### src/rtl/pdh_cmd_master.sv
// pdh_cmd_master
//   PL-side initiator for the pdh_core command-word protocol. Takes one
//   request at a time, drives the PS->core command word through the
//   setup / strobe / acknowledge / release handshake and returns the
//   callback payload together with an error flag.
//
// Ports
//   clk, rst_n         system clock, synchronous active-low reset
//   req_valid_i        request valid
//   req_ready_o        request accepted when high together with valid
//   req_cmd_i          command code (0x1 LED, 0x2 DAC, 0x4 ADC)
//   req_data_i         26-bit command payload
//   req_core_rst_i     request is a core reset instead of a command
//   resp_valid_o       one-cycle response pulse
//   resp_cmd_o         callback[31:28] captured at acknowledge
//   resp_data_o        callback[26:0] captured at acknowledge
//   resp_err_o         timeout while waiting in STROBE or RELEASE
//   busy_o             high whenever the FSM is not idle
//   axi_from_ps_o      command word: [31] core rst, [30] strobe,
//                      [29:26] cmd, [25:0] data
//   axi_to_ps_i        callback word: [31:28] cmd echo, [27] strobe ack,
//                      [26:0] data

module pdh_cmd_master #(
  parameter int SETUP_CYC   = 4,
  parameter int TIMEOUT_CYC = 1024
) (
  input  logic        clk,
  input  logic        rst_n,
  input  logic        req_valid_i,
  output logic        req_ready_o,
  input  logic [3:0]  req_cmd_i,
  input  logic [25:0] req_data_i,
  input  logic        req_core_rst_i,
  output logic        resp_valid_o,
  output logic [3:0]  resp_cmd_o,
  output logic [26:0] resp_data_o,
  output logic        resp_err_o,
  output logic        busy_o,
  output logic [31:0] axi_from_ps_o,
  input  logic [31:0] axi_to_ps_i
);

  localparam int TO_W  = $clog2(TIMEOUT_CYC + 1);
  localparam int SU_W  = $clog2(SETUP_CYC + 1);
  localparam int CNT_W = (TO_W > SU_W) ? TO_W : SU_W;

  localparam logic [CNT_W-1:0] SETUP_LAST = CNT_W'(SETUP_CYC - 1);
  localparam logic [CNT_W-1:0] TO_LAST    = CNT_W'(TIMEOUT_CYC - 1);
  localparam logic [CNT_W-1:0] CNT_MAX    = '1;
  localparam logic [CNT_W-1:0] CNT_ONE    = CNT_W'(1);

  typedef enum logic [2:0] {
    S_IDLE,
    S_CRST,
    S_SETUP,
    S_STROBE,
    S_RELEASE,
    S_RESP
  } state_e;

  state_e            state_q, state_d;
  logic [CNT_W-1:0]  cnt_q, cnt_d;
  logic [3:0]        cmd_q, cmd_d;
  logic [25:0]       data_q, data_d;
  logic [31:0]       word_q, word_d;
  logic              ready_q, ready_d;
  logic              resp_valid_q, resp_valid_d;
  logic [3:0]        resp_cmd_q, resp_cmd_d;
  logic [26:0]       resp_data_q, resp_data_d;
  logic              resp_err_q, resp_err_d;
  logic              busy_q, busy_d;
  logic              accept;
  logic              ack_hit;

  // Next-state and response capture. Only an ack whose command echo
  // matches the latched command counts, so a stale or foreign callback
  // cannot complete the handshake. A strobe timeout zeroes the response
  // payload; a release timeout keeps what was captured at ack.
  always_comb begin
    state_d     = state_q;
    cmd_d       = cmd_q;
    data_d      = data_q;
    resp_cmd_d  = resp_cmd_q;
    resp_data_d = resp_data_q;
    resp_err_d  = resp_err_q;
    accept      = (state_q == S_IDLE) && ready_q && req_valid_i;
    ack_hit     = axi_to_ps_i[27] && (axi_to_ps_i[31:28] == cmd_q);

    case (state_q)
      S_IDLE: begin
        if (accept) begin
          cmd_d      = req_cmd_i;
          data_d     = req_data_i;
          resp_err_d = 1'b0;
          if (req_core_rst_i) begin
            resp_cmd_d  = '0;
            resp_data_d = '0;
            state_d     = S_CRST;
          end else begin
            state_d = S_SETUP;
          end
        end
      end
      S_CRST: begin
        if (cnt_q == SETUP_LAST) state_d = S_RESP;
      end
      S_SETUP: begin
        if (cnt_q == SETUP_LAST) state_d = S_STROBE;
      end
      S_STROBE: begin
        if (ack_hit) begin
          resp_cmd_d  = axi_to_ps_i[31:28];
          resp_data_d = axi_to_ps_i[26:0];
          state_d     = S_RELEASE;
        end else if (cnt_q == TO_LAST) begin
          resp_err_d  = 1'b1;
          resp_cmd_d  = '0;
          resp_data_d = '0;
          state_d     = S_RELEASE;
        end
      end
      S_RELEASE: begin
        if (!axi_to_ps_i[27]) begin
          state_d = S_RESP;
        end else if (cnt_q == TO_LAST) begin
          resp_err_d = 1'b1;
          state_d    = S_RESP;
        end
      end
      S_RESP: begin
        state_d = S_IDLE;
      end
      default: begin
        state_d = S_IDLE;
      end
    endcase
  end

  // Cycle counter shared by the setup, core-reset and timeout phases.
  // It restarts on every state change and saturates instead of wrapping.
  always_comb begin
    cnt_d = cnt_q;
    if (state_d != state_q) begin
      cnt_d = '0;
    end else if (cnt_q != CNT_MAX) begin
      cnt_d = cnt_q + CNT_ONE;
    end
  end

  // Registered outputs are derived from the current state, which puts the
  // command word one cycle behind the state change. Outside a handshake
  // only the core-reset and strobe bits are cleared; cmd/data persist.
  // Ready is withheld on the accept edge and during the response cycle so
  // it returns one cycle after the response pulse.
  always_comb begin
    word_d = {2'b00, word_q[29:0]};
    case (state_q)
      S_CRST:              word_d = 32'h8000_0000;
      S_SETUP, S_RELEASE:  word_d = {2'b00, cmd_q, data_q};
      S_STROBE:            word_d = {2'b01, cmd_q, data_q};
      default:             word_d = {2'b00, word_q[29:0]};
    endcase
    ready_d      = (state_q == S_IDLE) && !accept;
    resp_valid_d = (state_q == S_RESP);
    busy_d       = (state_d != S_IDLE);
  end

  // State and output registers with synchronous active-low reset; a reset
  // mid-handshake drops strobe and core-reset on the very next edge.
  always_ff @(posedge clk) begin
    if (!rst_n) begin
      state_q      <= S_IDLE;
      cnt_q        <= '0;
      cmd_q        <= '0;
      data_q       <= '0;
      word_q       <= '0;
      ready_q      <= 1'b1;
      resp_valid_q <= 1'b0;
      resp_cmd_q   <= '0;
      resp_data_q  <= '0;
      resp_err_q   <= 1'b0;
      busy_q       <= 1'b0;
    end else begin
      state_q      <= state_d;
      cnt_q        <= cnt_d;
      cmd_q        <= cmd_d;
      data_q       <= data_d;
      word_q       <= word_d;
      ready_q      <= ready_d;
      resp_valid_q <= resp_valid_d;
      resp_cmd_q   <= resp_cmd_d;
      resp_data_q  <= resp_data_d;
      resp_err_q   <= resp_err_d;
      busy_q       <= busy_d;
    end
  end

  assign axi_from_ps_o = word_q;
  assign req_ready_o   = ready_q;
  assign resp_valid_o  = resp_valid_q;
  assign resp_cmd_o    = resp_cmd_q;
  assign resp_data_o   = resp_data_q;
  assign resp_err_o    = resp_err_q;
  assign busy_o        = busy_q;

endmodule

### config.mk
export PLATFORM = sky130hd
export DESIGN_NAME = pdh_cmd_master
export DESIGN_NICKNAME = d
export VERILOG_FILES = /design/src/rtl/pdh_cmd_master.sv
export SDC_FILE = /design/constraint.sdc
export NUM_CORES = 1
export LEC_CHECK = 0
export CAP_MARGIN = 10
export CORE_MARGIN = 1
export CORE_UTILIZATION = 40
export CTS_CLUSTER_DIAMETER = 40
export DETAILED_ROUTE_END_ITERATION = 7
export PLACE_DENSITY = 0.71
export SLEW_MARGIN = 10
export SYNTH_ARGS = -nofsm -noshare
export SYNTH_HDL_FRONTEND = slang
export SYNTH_SLANG_ARGS = --single-unit
### constraint.sdc
create_clock -name clk -period 2.7 [get_ports clk]
set_input_delay 0.54 -clock clk [delete_from_list [all_inputs] [get_ports clk]]
set_output_delay 0.54 -clock clk [all_outputs]
set_load 0.01 [all_outputs]
==> results of run 1 <==
## registers in the layout, summed over array words and instances (netlist names)
name,count
axi_from_ps_o,32
busy_o,1
cmd_q,4
cnt_q,11
data_q,26
req_ready_o,1
resp_cmd_o,4
resp_data_o,27
resp_err_o,1
resp_valid_o,1
state_q,3
## metrics by stage
step / utilization / area [um^2] / instances
2_1_floorplan: - / 4370 / 503
4_1_cts: 0.566 / 5920 / 750
5_1_grt: 0.566 / 5920 / 750
6_report: 0.566 / 5920 / 750
3_3_place_gp: 0.550 / 5750 / 735
3_5_place_dp: 0.550 / 5750 / 735
## layer usage
metal  up-vias  part of all wire  track usage
met2       148              0.44        0.321
met4         0             0.013       0.0656
met5         -                 0            0
met3        13             0.090       0.0576
met1      1872              0.45        0.264
li1       2025                 -            -
## cells in the mapped netlist
master and n:
nor2_2 1, a221oi_1 1, and4_1 2, nand2_1 70, nand2b_1 5, a22oi_1 30, o21ai_0 31, inv_2 1
nor2_1 34, a21oi_2 1, and3_1 3, nand3_1 37, o21bai_1 1, nor3_1 9, inv_1 2, buf_2 7
a32oi_1 31, xor2_1 9, and4b_4 1, a31oi_1 2, ha_1 2, a2111oi_0 1, clkbuf_1 38, buf_6 2
a211o_1 1, a31o_2 1, o21ai_1 5, o211ai_1 1, nor3b_1 1, a21oi_1 33, o21a_1 1, nor2b_1 3
xnor2_1 3, and2_1 2, dfxtp_1 111, or3_1 1, mux2i_1 1, nor4_1 5, nand4_1 7, a211oi_1 6
## critical path, stage by stage (launching register included)
cell       delay (ps)
dfxtp_1           370
ha_1              230
and4_1            270
and4b_4           250
and3_1            180
a211o_1           380
a2111oi_0         300
## worst max path at each step
stage / cells after the start / start / slack (ps) / end
floorplan: 8 / cnt_q[0] / 800 / cnt_q[0]
global placement: 7 / axi_to_ps_i[28] / 370 / resp_data_o[7]
detailed placement: 7 / axi_to_ps_i[28] / 280 / resp_data_o[9]
CTS: 6 / cnt_q[0] / 600 / cnt_q[4]
global route: 7 / axi_to_ps_i[29] / 500 / resp_data_o[16]
finish: 6 / cnt_q[0] / 600 / cnt_q[4]
## cells by family (layout without fill, tap and decap cells)
group           after synthesis  in the layout  synth area share
buf+inv                      50            161            0.0484
flops                       111            111             0.509
mux                           1              1           0.00229
fa+ha+maj                     2              2           0.00573
simple gates                181            181             0.190
xor+xnor                     12             12            0.0241
compound gates              146            146             0.221
## where the power goes
part / switching [W] / internal [W] / leakage (nW)
clock: 0.000565 / 0.000338 / 0.0821
combinational: 0.000254 / 0.000201 / 1.04
sequential: 0.0000525 / 0.00170 / 0.900
## area by class of cell
type	instances	area share
Sequential cell	111	0.375
Multi-Input combinational cell	342	0.327
Timing Repair Buffer	143	0.238
Tap cell	136	0.0287
Clock buffer	9	0.0209
Clock inverter	6	0.00782
Inverter	3	0.00190
==> impl_metrics.env, run 1 <==
export IMPL_drc=0
export IMPL_power_density_nw_per_um2=526
export IMPL_antenna_found_initial=0
export IMPL_pin_count=133
export IMPL_hpwl_mm=7.63
export IMPL_rr_endpoint="cnt_q[4]"
export IMPL_cts_resized=0
export IMPL_multiInputGateArea_um2=1940
export IMPL_via_per_inst=5.41
export IMPL_die_h_um=107
export IMPL_most_common_layout_cells="131 x clkdlybuf4s50_1, 111 x dfxtp_1, 70 x nand2_1"
export IMPL_rsz0062_at_grt="no"
export IMPL_seq_area_um2=2220
export IMPL_tns_ps=0
export IMPL_r2r_slack_ps=600
export IMPL_arrival_ps=2340
export IMPL_postCtsHoldBufs=0
export IMPL_fp_row_count=37
export IMPL_numPortBuffers=132
export IMPL_cts_setup_buffers=0
export IMPL_clockRootBuffer="clkbuf_8"
export IMPL_synth_top_area_frac=0.509
export IMPL_die_area_um2=11300
export IMPL_status="finished clean"
export IMPL_tightest_slew_ps=641
export IMPL_min_delay_start="data_q[5]"
export IMPL_slew_headroom=0.573
export IMPL_cp_start_kind="flop"
export IMPL_yosysTopAreaCell="dfxtp_1"
export IMPL_critPathCaptureType="flop"
export IMPL_hold_violations=0
export IMPL_drt_total_wl_mm=11.7
export IMPL_ys_types=40
export IMPL_start_util=0.417
export IMPL_setup_slack_ps=602
export IMPL_wl_per_cell_um=15.6
export IMPL_clkLatencyLatePin_ps=370
export IMPL_max_freq_ghz=0.477
export IMPL_ys_seq_area_frac=0.509
export IMPL_core_area_um2=10500
export IMPL_hold_path_class="flop to flop"
export IMPL_diodes=0
export IMPL_syn_area_um2=4370
export IMPL_worstPathRequired_ps=2940
export IMPL_crit_type="flop to flop"
export IMPL_area_growth_pct=35.6
export IMPL_setup_viol=0
export IMPL_ys_warnings_count=0
export IMPL_globalplace_congestion=0.845
export IMPL_fin_worst_skew_ps=14.8
export IMPL_synth_seq_cells=111
export IMPL_hold_depth=2
export IMPL_grt_ovfl_total=0
export IMPL_power_w=0.00311
export IMPL_final_common_cell="clkdlybuf4s50_1"
export IMPL_ant_nets=0
export IMPL_cts_tree="yes"
export IMPL_fin_crit_sh=0.777
export IMPL_htreeDepth=3
export IMPL_maxCapViolCount=0
export IMPL_cts_sinks=111
export IMPL_path_clk_slew_ps=100
export IMPL_synth_area_top_cells="dfxtp_1 51%, a32oi_1 6.2%, nand2_1 6.0%"
export IMPL_p_leak_nw=2.02
export IMPL_fillCellCount=959
export IMPL_synthesis_nets=571
export IMPL_grt_pass1_wl_mm=18.5
export IMPL_holdWs_ps=462
export IMPL_min_period_ps=2100
export IMPL_drv_slew=0
export IMPL_clockBufferDepth=2
export IMPL_place_ws_ps=275
export IMPL_synthCells=503
export IMPL_grt_pass1_vias=3821
export IMPL_hold_path_end="data_q[5]"
export IMPL_grt_max_degree=63
export IMPL_avgSynthCellArea_um2=8.68
export IMPL_rr_worst_depth=6
export IMPL_path_max_fanout=11
export IMPL_fp_dieW_um=107
export IMPL_dr_pass1_iters=4
export IMPL_grtUsageTotal=0.202
export IMPL_drive_above_1_share=0.0537
export IMPL_drt_first_iter_violations=251
export IMPL_r2r_start="cnt_q[0]"
export IMPL_nets=678
export IMPL_vias=4058
export IMPL_vdd_ir_drop_max_mv=0.274
export IMPL_cts_buffers=9
No activity file was read; power rests on OpenSTA's default activity.
==> run 2: changes to the inputs <==
Settings changed: PLACE_DENSITY 0.71 to 0.74.
Clock period 2.7 ns to 1.83 ns, I/O delays scaled along.
==> run 2 against run 1 <==
Against the previous run:
- the flow now finishes with violations (negative setup slack)
- count of clock-buffer cells in the layout unchanged
- sequential power is 47% higher
- maximum frequency up 11%
- total power is 55% higher
- clock power grew 61%
- clock skew fell by 1.4 ps
- sequential cell count unchanged
- first-iteration DRC count is 44% higher
- sequential share of layout area shrank 2.3 points
- register-to-register slack lost 670 ps
==> impl_metrics.env, run 2 (synthesized netlist as in run 1, its figures left out) <==
export IMPL_status="finished, violations left"
export IMPL_violations="negative setup slack"
export IMPL_p_leak_nw=2.20
export IMPL_crit_chain="ha_4 > and4_1 > and4b_4 > and3_4 > a211o_4 > buf_8 > a211oi_2"
export IMPL_path_clk_slew_ps=120
export IMPL_clockRootBuffer="clkbuf_8"
export IMPL_ant_nets=0
export IMPL_slew_headroom=0.587
export IMPL_r2r_start="cnt_q[1]"
export IMPL_fin_crit_sh=1.04
export IMPL_fin_worst_skew_ps=13.3
export IMPL_place_ws_ps=-286
export IMPL_globalplace_congestion=0.835
export IMPL_drv_slew=0
export IMPL_grtUsageTotal=0.212
export IMPL_power_density_nw_per_um2=763
export IMPL_via_per_inst=5.43
export IMPL_wl_per_cell_um=15.8
export IMPL_power_w=0.00483
export IMPL_critPathSlowestCell="dfxtp_4"
export IMPL_numPortBuffers=132
export IMPL_crit_family="simple AND/OR/NAND/NOR gates"
export IMPL_cts_sinks=111
export IMPL_drc=0
export IMPL_diodes=0
export IMPL_final_common_cell="clkdlybuf4s50_1"
export IMPL_hold_violations=0
export IMPL_tightest_slew_ps=619
export IMPL_fp_dieW_um=107
export IMPL_die_h_um=107
export IMPL_fp_row_count=37
export IMPL_min_period_ps=1900
export IMPL_clkLatencyLatePin_ps=370
export IMPL_min_delay_start="rst_n"
export IMPL_core_area_um2=10500
export IMPL_most_common_layout_cells="131 x clkdlybuf4s50_1, 108 x dfxtp_1, 70 x nand2_1"
export IMPL_slowest_delay_ps=380
export IMPL_start_util=0.417
export IMPL_hold_path_end="req_ready_o"
export IMPL_rr_endpoint="cnt_q[9]"
export IMPL_dr_pass1_iters=5
export IMPL_hpwl_mm=8.23
export IMPL_area_growth_pct=44.8
export IMPL_drt_first_iter_violations=361
export IMPL_cts_buffers=9
export IMPL_worstPathRequired_ps=2120
export IMPL_grt_pass1_wl_mm=19.4
export IMPL_cp_start_kind="flop"
export IMPL_hold_depth=2
export IMPL_rsz0062_at_grt="yes"
export IMPL_die_area_um2=11300
export IMPL_path_max_fanout=7
export IMPL_maxCapViolCount=0
export IMPL_setup_viol=2
export IMPL_hold_path_class="primary input to flop"
export IMPL_vias=4238
export IMPL_critPathBufInv=1
export IMPL_max_freq_ghz=0.528
export IMPL_rr_worst_depth=7
export IMPL_arrival_ps=2180
export IMPL_htreeDepth=3
export IMPL_grt_pass1_vias=4041
export IMPL_grt_max_degree=62
export IMPL_critPathCaptureType="flop"
export IMPL_crit_type="flop to flop"
export IMPL_r2r_slack_ps=-70
export IMPL_postCtsHoldBufs=0
export IMPL_antenna_found_initial=0
export IMPL_grt_ovfl_total=0
export IMPL_pin_count=133
export IMPL_drt_total_wl_mm=12.4
export IMPL_clockBufferDepth=2
export IMPL_final_cells=781
export IMPL_vdd_ir_drop_max_mv=0.483
export IMPL_setup_slack_ps=-65.2
export IMPL_dpl_cell_count=757
export IMPL_nets=708
export IMPL_drive_above_1_share=0.130
export IMPL_largest_reg_flops=32
export IMPL_cts_tree="yes"
[run 2: changes by cell type in the layout (fill, tap and decap cells not counted), sizes merged]
cell and delta:
buf +30, inv +2, clkinv -1
[run 2: stage by stage]
step / area, um^2 / hold WS, ps / util / setup TNS [ps]
floorplan: 4370 / 437 / - / 0
global placement: 5930 / 442 / 0.567 / -8250
detailed placement: 5930 / 448 / 0.567 / -10280
CTS: 6140 / 270 / 0.587 / -25.7
global route: 6330 / 282 / 0.605 / -618
finish: 6330 / 282 / 0.605 / -65.5
[run 2: final cells by class]
type                    count  area [um^2]
well taps                 136          170
clock buffers               9          124
multi-input cells         342         2050
clock inverters             7         73.8
flip-flops and latches    111         2230
fillers                   930         4140
inverters                   3         11.3
repair buffers            173         1660
[run 2: report_power, final]
part / internal, W / total, W / switching [W]
registers: 0.00252 / 0.00258 / 0.0000662
logic: 0.000372 / 0.000797 / 0.000425
clock network: 0.000541 / 0.00145 / 0.000909
total: 0.00343 / 0.00483 / 0.00140
[run 2: how the worst max path moves through the flow]
stage	startpoint	to	depth (start not counted)
floorplan	cnt_q[0]	cnt_q[2]	8
global placement	axi_to_ps_i[28]	cnt_q[0]	7
detailed placement	axi_to_ps_i[28]	cnt_q[0]	7
CTS	cnt_q[0]	cnt_q[4]	6
global route	cnt_q[1]	cnt_q[9]	7
finish	cnt_q[1]	cnt_q[9]	7
[run 2: metal layers]
| metal | wire (um) | GRT usage | vias up |
|---|---|---|---|
| met2 | 5710 | 0.340 | 163 |
| met4 | 102 | 0.0499 | 0 |
| met5 | 0 | 0 | - |
| met3 | 1130 | 0.0613 | 7 |
| li1 | - | - | 2079 |
| met1 | 5440 | 0.279 | 1989 |
[run 2: repair_timing]
item,in CTS,in global routing
setup endpoints to repair,4,42
gates resized for setup,3,24
endpoints found under the hold margin,0,0
pin swaps,0,9
buffers inserted,0,8
==> run 3: changes to the inputs <==
Settings changed: CORE_ASPECT_RATIO set to 0.9.
==> run 3 against run 2 <==
Against the previous run:
- sequential power about the same
- setup slack lost 1.0 ps
- die area about the same
- wire length rose by 0.12%
- cell count fell by 1.8%
- highest routed layer unchanged
- sequential share of layout area shrank 0.42 points
- maximum frequency about the same
- clock skew decreased by 2.4 ps
- the flow finishes with violations (design-rule violations, negative setup slack)
- largest cell class unchanged
- first-iteration DRC count grew 14%
- total power is 10% higher
- combinational power is 2% higher
==> impl_metrics.env, run 3 (synthesized netlist as in run 1, its figures left out) <==
export IMPL_core_area_um2=10400
export IMPL_holdWs_ps=322
export IMPL_arrival_ps=2120
export IMPL_slew_headroom=0.551
export IMPL_fp_dieW_um=112
export IMPL_power_density_nw_per_um2=834
export IMPL_globalplace_congestion=0.867
export IMPL_pin_count=133
export IMPL_critPathBufInv=1
export IMPL_largest_reg_flops=32
export IMPL_clkLatencyLatePin_ps=340
export IMPL_max_freq_ghz=0.527
export IMPL_cts_sinks=111
export IMPL_critPathSlowestCell="nor4_1"
export IMPL_drt_total_wl_mm=12.4
export IMPL_grt_pass1_wl_mm=19.7
export IMPL_crit_chain="nor4_1 > nand4_1 > a211oi_1 > buf_4 > nor4_2"
export IMPL_wl_per_cell_um=16.1
export IMPL_die_h_um=101
export IMPL_ant_nets=0
export IMPL_start_util=0.419
export IMPL_most_common_layout_cells="131 x clkdlybuf4s50_1, 108 x dfxtp_1, 70 x nand2_1"
export IMPL_tns_ps=-221
export IMPL_clockRootBuffer="clkbuf_16"
export IMPL_fillCellCount=902
export IMPL_maxCapViolCount=0
export IMPL_drive_above_1_share=0.125
export IMPL_clockBufferDepth=2
export IMPL_nets=701
export IMPL_vdd_ir_drop_max_mv=0.643
export IMPL_p_leak_nw=2.22
export IMPL_diodes=0
export IMPL_setup_slack_ps=-66.2
export IMPL_grt_ovfl_total=0
export IMPL_dr_pass1_iters=7
export IMPL_final_util=0.614
export IMPL_p_sw_w=0.00146
export IMPL_fin_crit_sh=1.04
export IMPL_path_max_fanout=6
export IMPL_critPathCaptureType="flop"
export IMPL_multiInputGateArea_um2=2070
export IMPL_fp_row_count=35
export IMPL_cts_buffers=9
export IMPL_combPwrFrac=0.152
export IMPL_status="finished, violations left"
export IMPL_fin_worst_skew_ps=10.9
export IMPL_vias=4312
export IMPL_crit_family="simple AND/OR/NAND/NOR gates"
export IMPL_grt_max_degree=63
export IMPL_internal_power_w=0.00387
export IMPL_worstPathRequired_ps=2050
export IMPL_seq_power_share=0.484
export IMPL_dpl_cell_count=748
export IMPL_final_common_cell="clkdlybuf4s50_1"
export IMPL_p_clk_frac=0.363
export IMPL_drt_first_iter_violations=411
export IMPL_slowest_delay_ps=630
export IMPL_htreeDepth=3
export IMPL_violations="design-rule violations, negative setup slack"
export IMPL_hold_violations=0
export IMPL_die_area_um2=11300
export IMPL_cp_start_kind="flop"
export IMPL_tightest_slew_ps=668
export IMPL_rsz0062_at_grt="yes"
export IMPL_setup_viol=6
export IMPL_cts_tree="yes"
export IMPL_final_cells=767
export IMPL_path_clk_slew_ps=80
export IMPL_hold_path_class="primary input to flop"
export IMPL_power_w=0.00533
export IMPL_drc=15
export IMPL_drv_slew=0
export IMPL_switching_share=0.275
export IMPL_antenna_found_initial=0
export IMPL_numPortBuffers=132
export IMPL_via_per_inst=5.62
export IMPL_crit_type="flop to flop"
export IMPL_grtUsageTotal=0.215
export IMPL_seq_area_um2=2230
export IMPL_grt_pass1_vias=3978
export IMPL_area_growth_pct=46.4
export IMPL_hpwl_mm=8.03
export IMPL_min_period_ps=1900
run 3: timing repair:
item	CTS	global route
hold buffers	0	0
buffers inserted	2	2
resized for setup	8	19
pin swaps	3	6
setup endpoints to repair	6	45
run 3: worst reg2reg max path, cell delays in order (launching register included):
cell and delay (ps):
dfxtp_1 370, nor4_1 630, nand4_1 250, a211oi_1 290
buf_4 180, nor4_2 50
run 3: final cells by class:
type / count / area share
multi-input combinational: 342 / 0.323
tap: 129 / 0.0252
inverter: 3 / 0.00176
sequential: 111 / 0.348
timing repair buffer: 166 / 0.255
clock buffer: 9 / 0.0352
clock inverter: 7 / 0.0115
run 3: power by group through the flow:
stage	Combinational, W	Sequential (W)	Clock (W)
3_3_place_gp	0.000754	0.00263	0
4_1_cts	0.000784	0.00258	0.00199
3_5_place_dp	0.000765	0.00263	0
5_1_grt	0.000884	0.00260	0.00210
6_report	0.000813	0.00258	0.00194
2_1_floorplan	0.000377	0.00263	0
run 3: worst paths after layout:
path                                  from  slack, ps          end  cells after the start
worst max register to register    cnt_q[5]        -70     cnt_q[2]                      5
worst min register to register  data_q[19]        460   data_q[19]                      2
worst min-delay path                 rst_n        320  req_ready_o                      2
worst max-delay path              cnt_q[5]        -70     cnt_q[2]                      5
run 3: stage by stage:
step	setup slack (ps)	area, um^2
final	-66.2	6390
after global routing	-117	6390
after CTS	-16.2	6290
after detailed placement	-328	5940
after global placement	-267	5940
after floorplan	2.58	4370
run 3: per-layer routing:
metal,share of wire,track usage,vias up
met5,0,0,-
met4,0.011,0.0544,0
met3,0.094,0.0670,11
met2,0.45,0.337,189
met1,0.44,0.291,2030
li1,-,-,2082
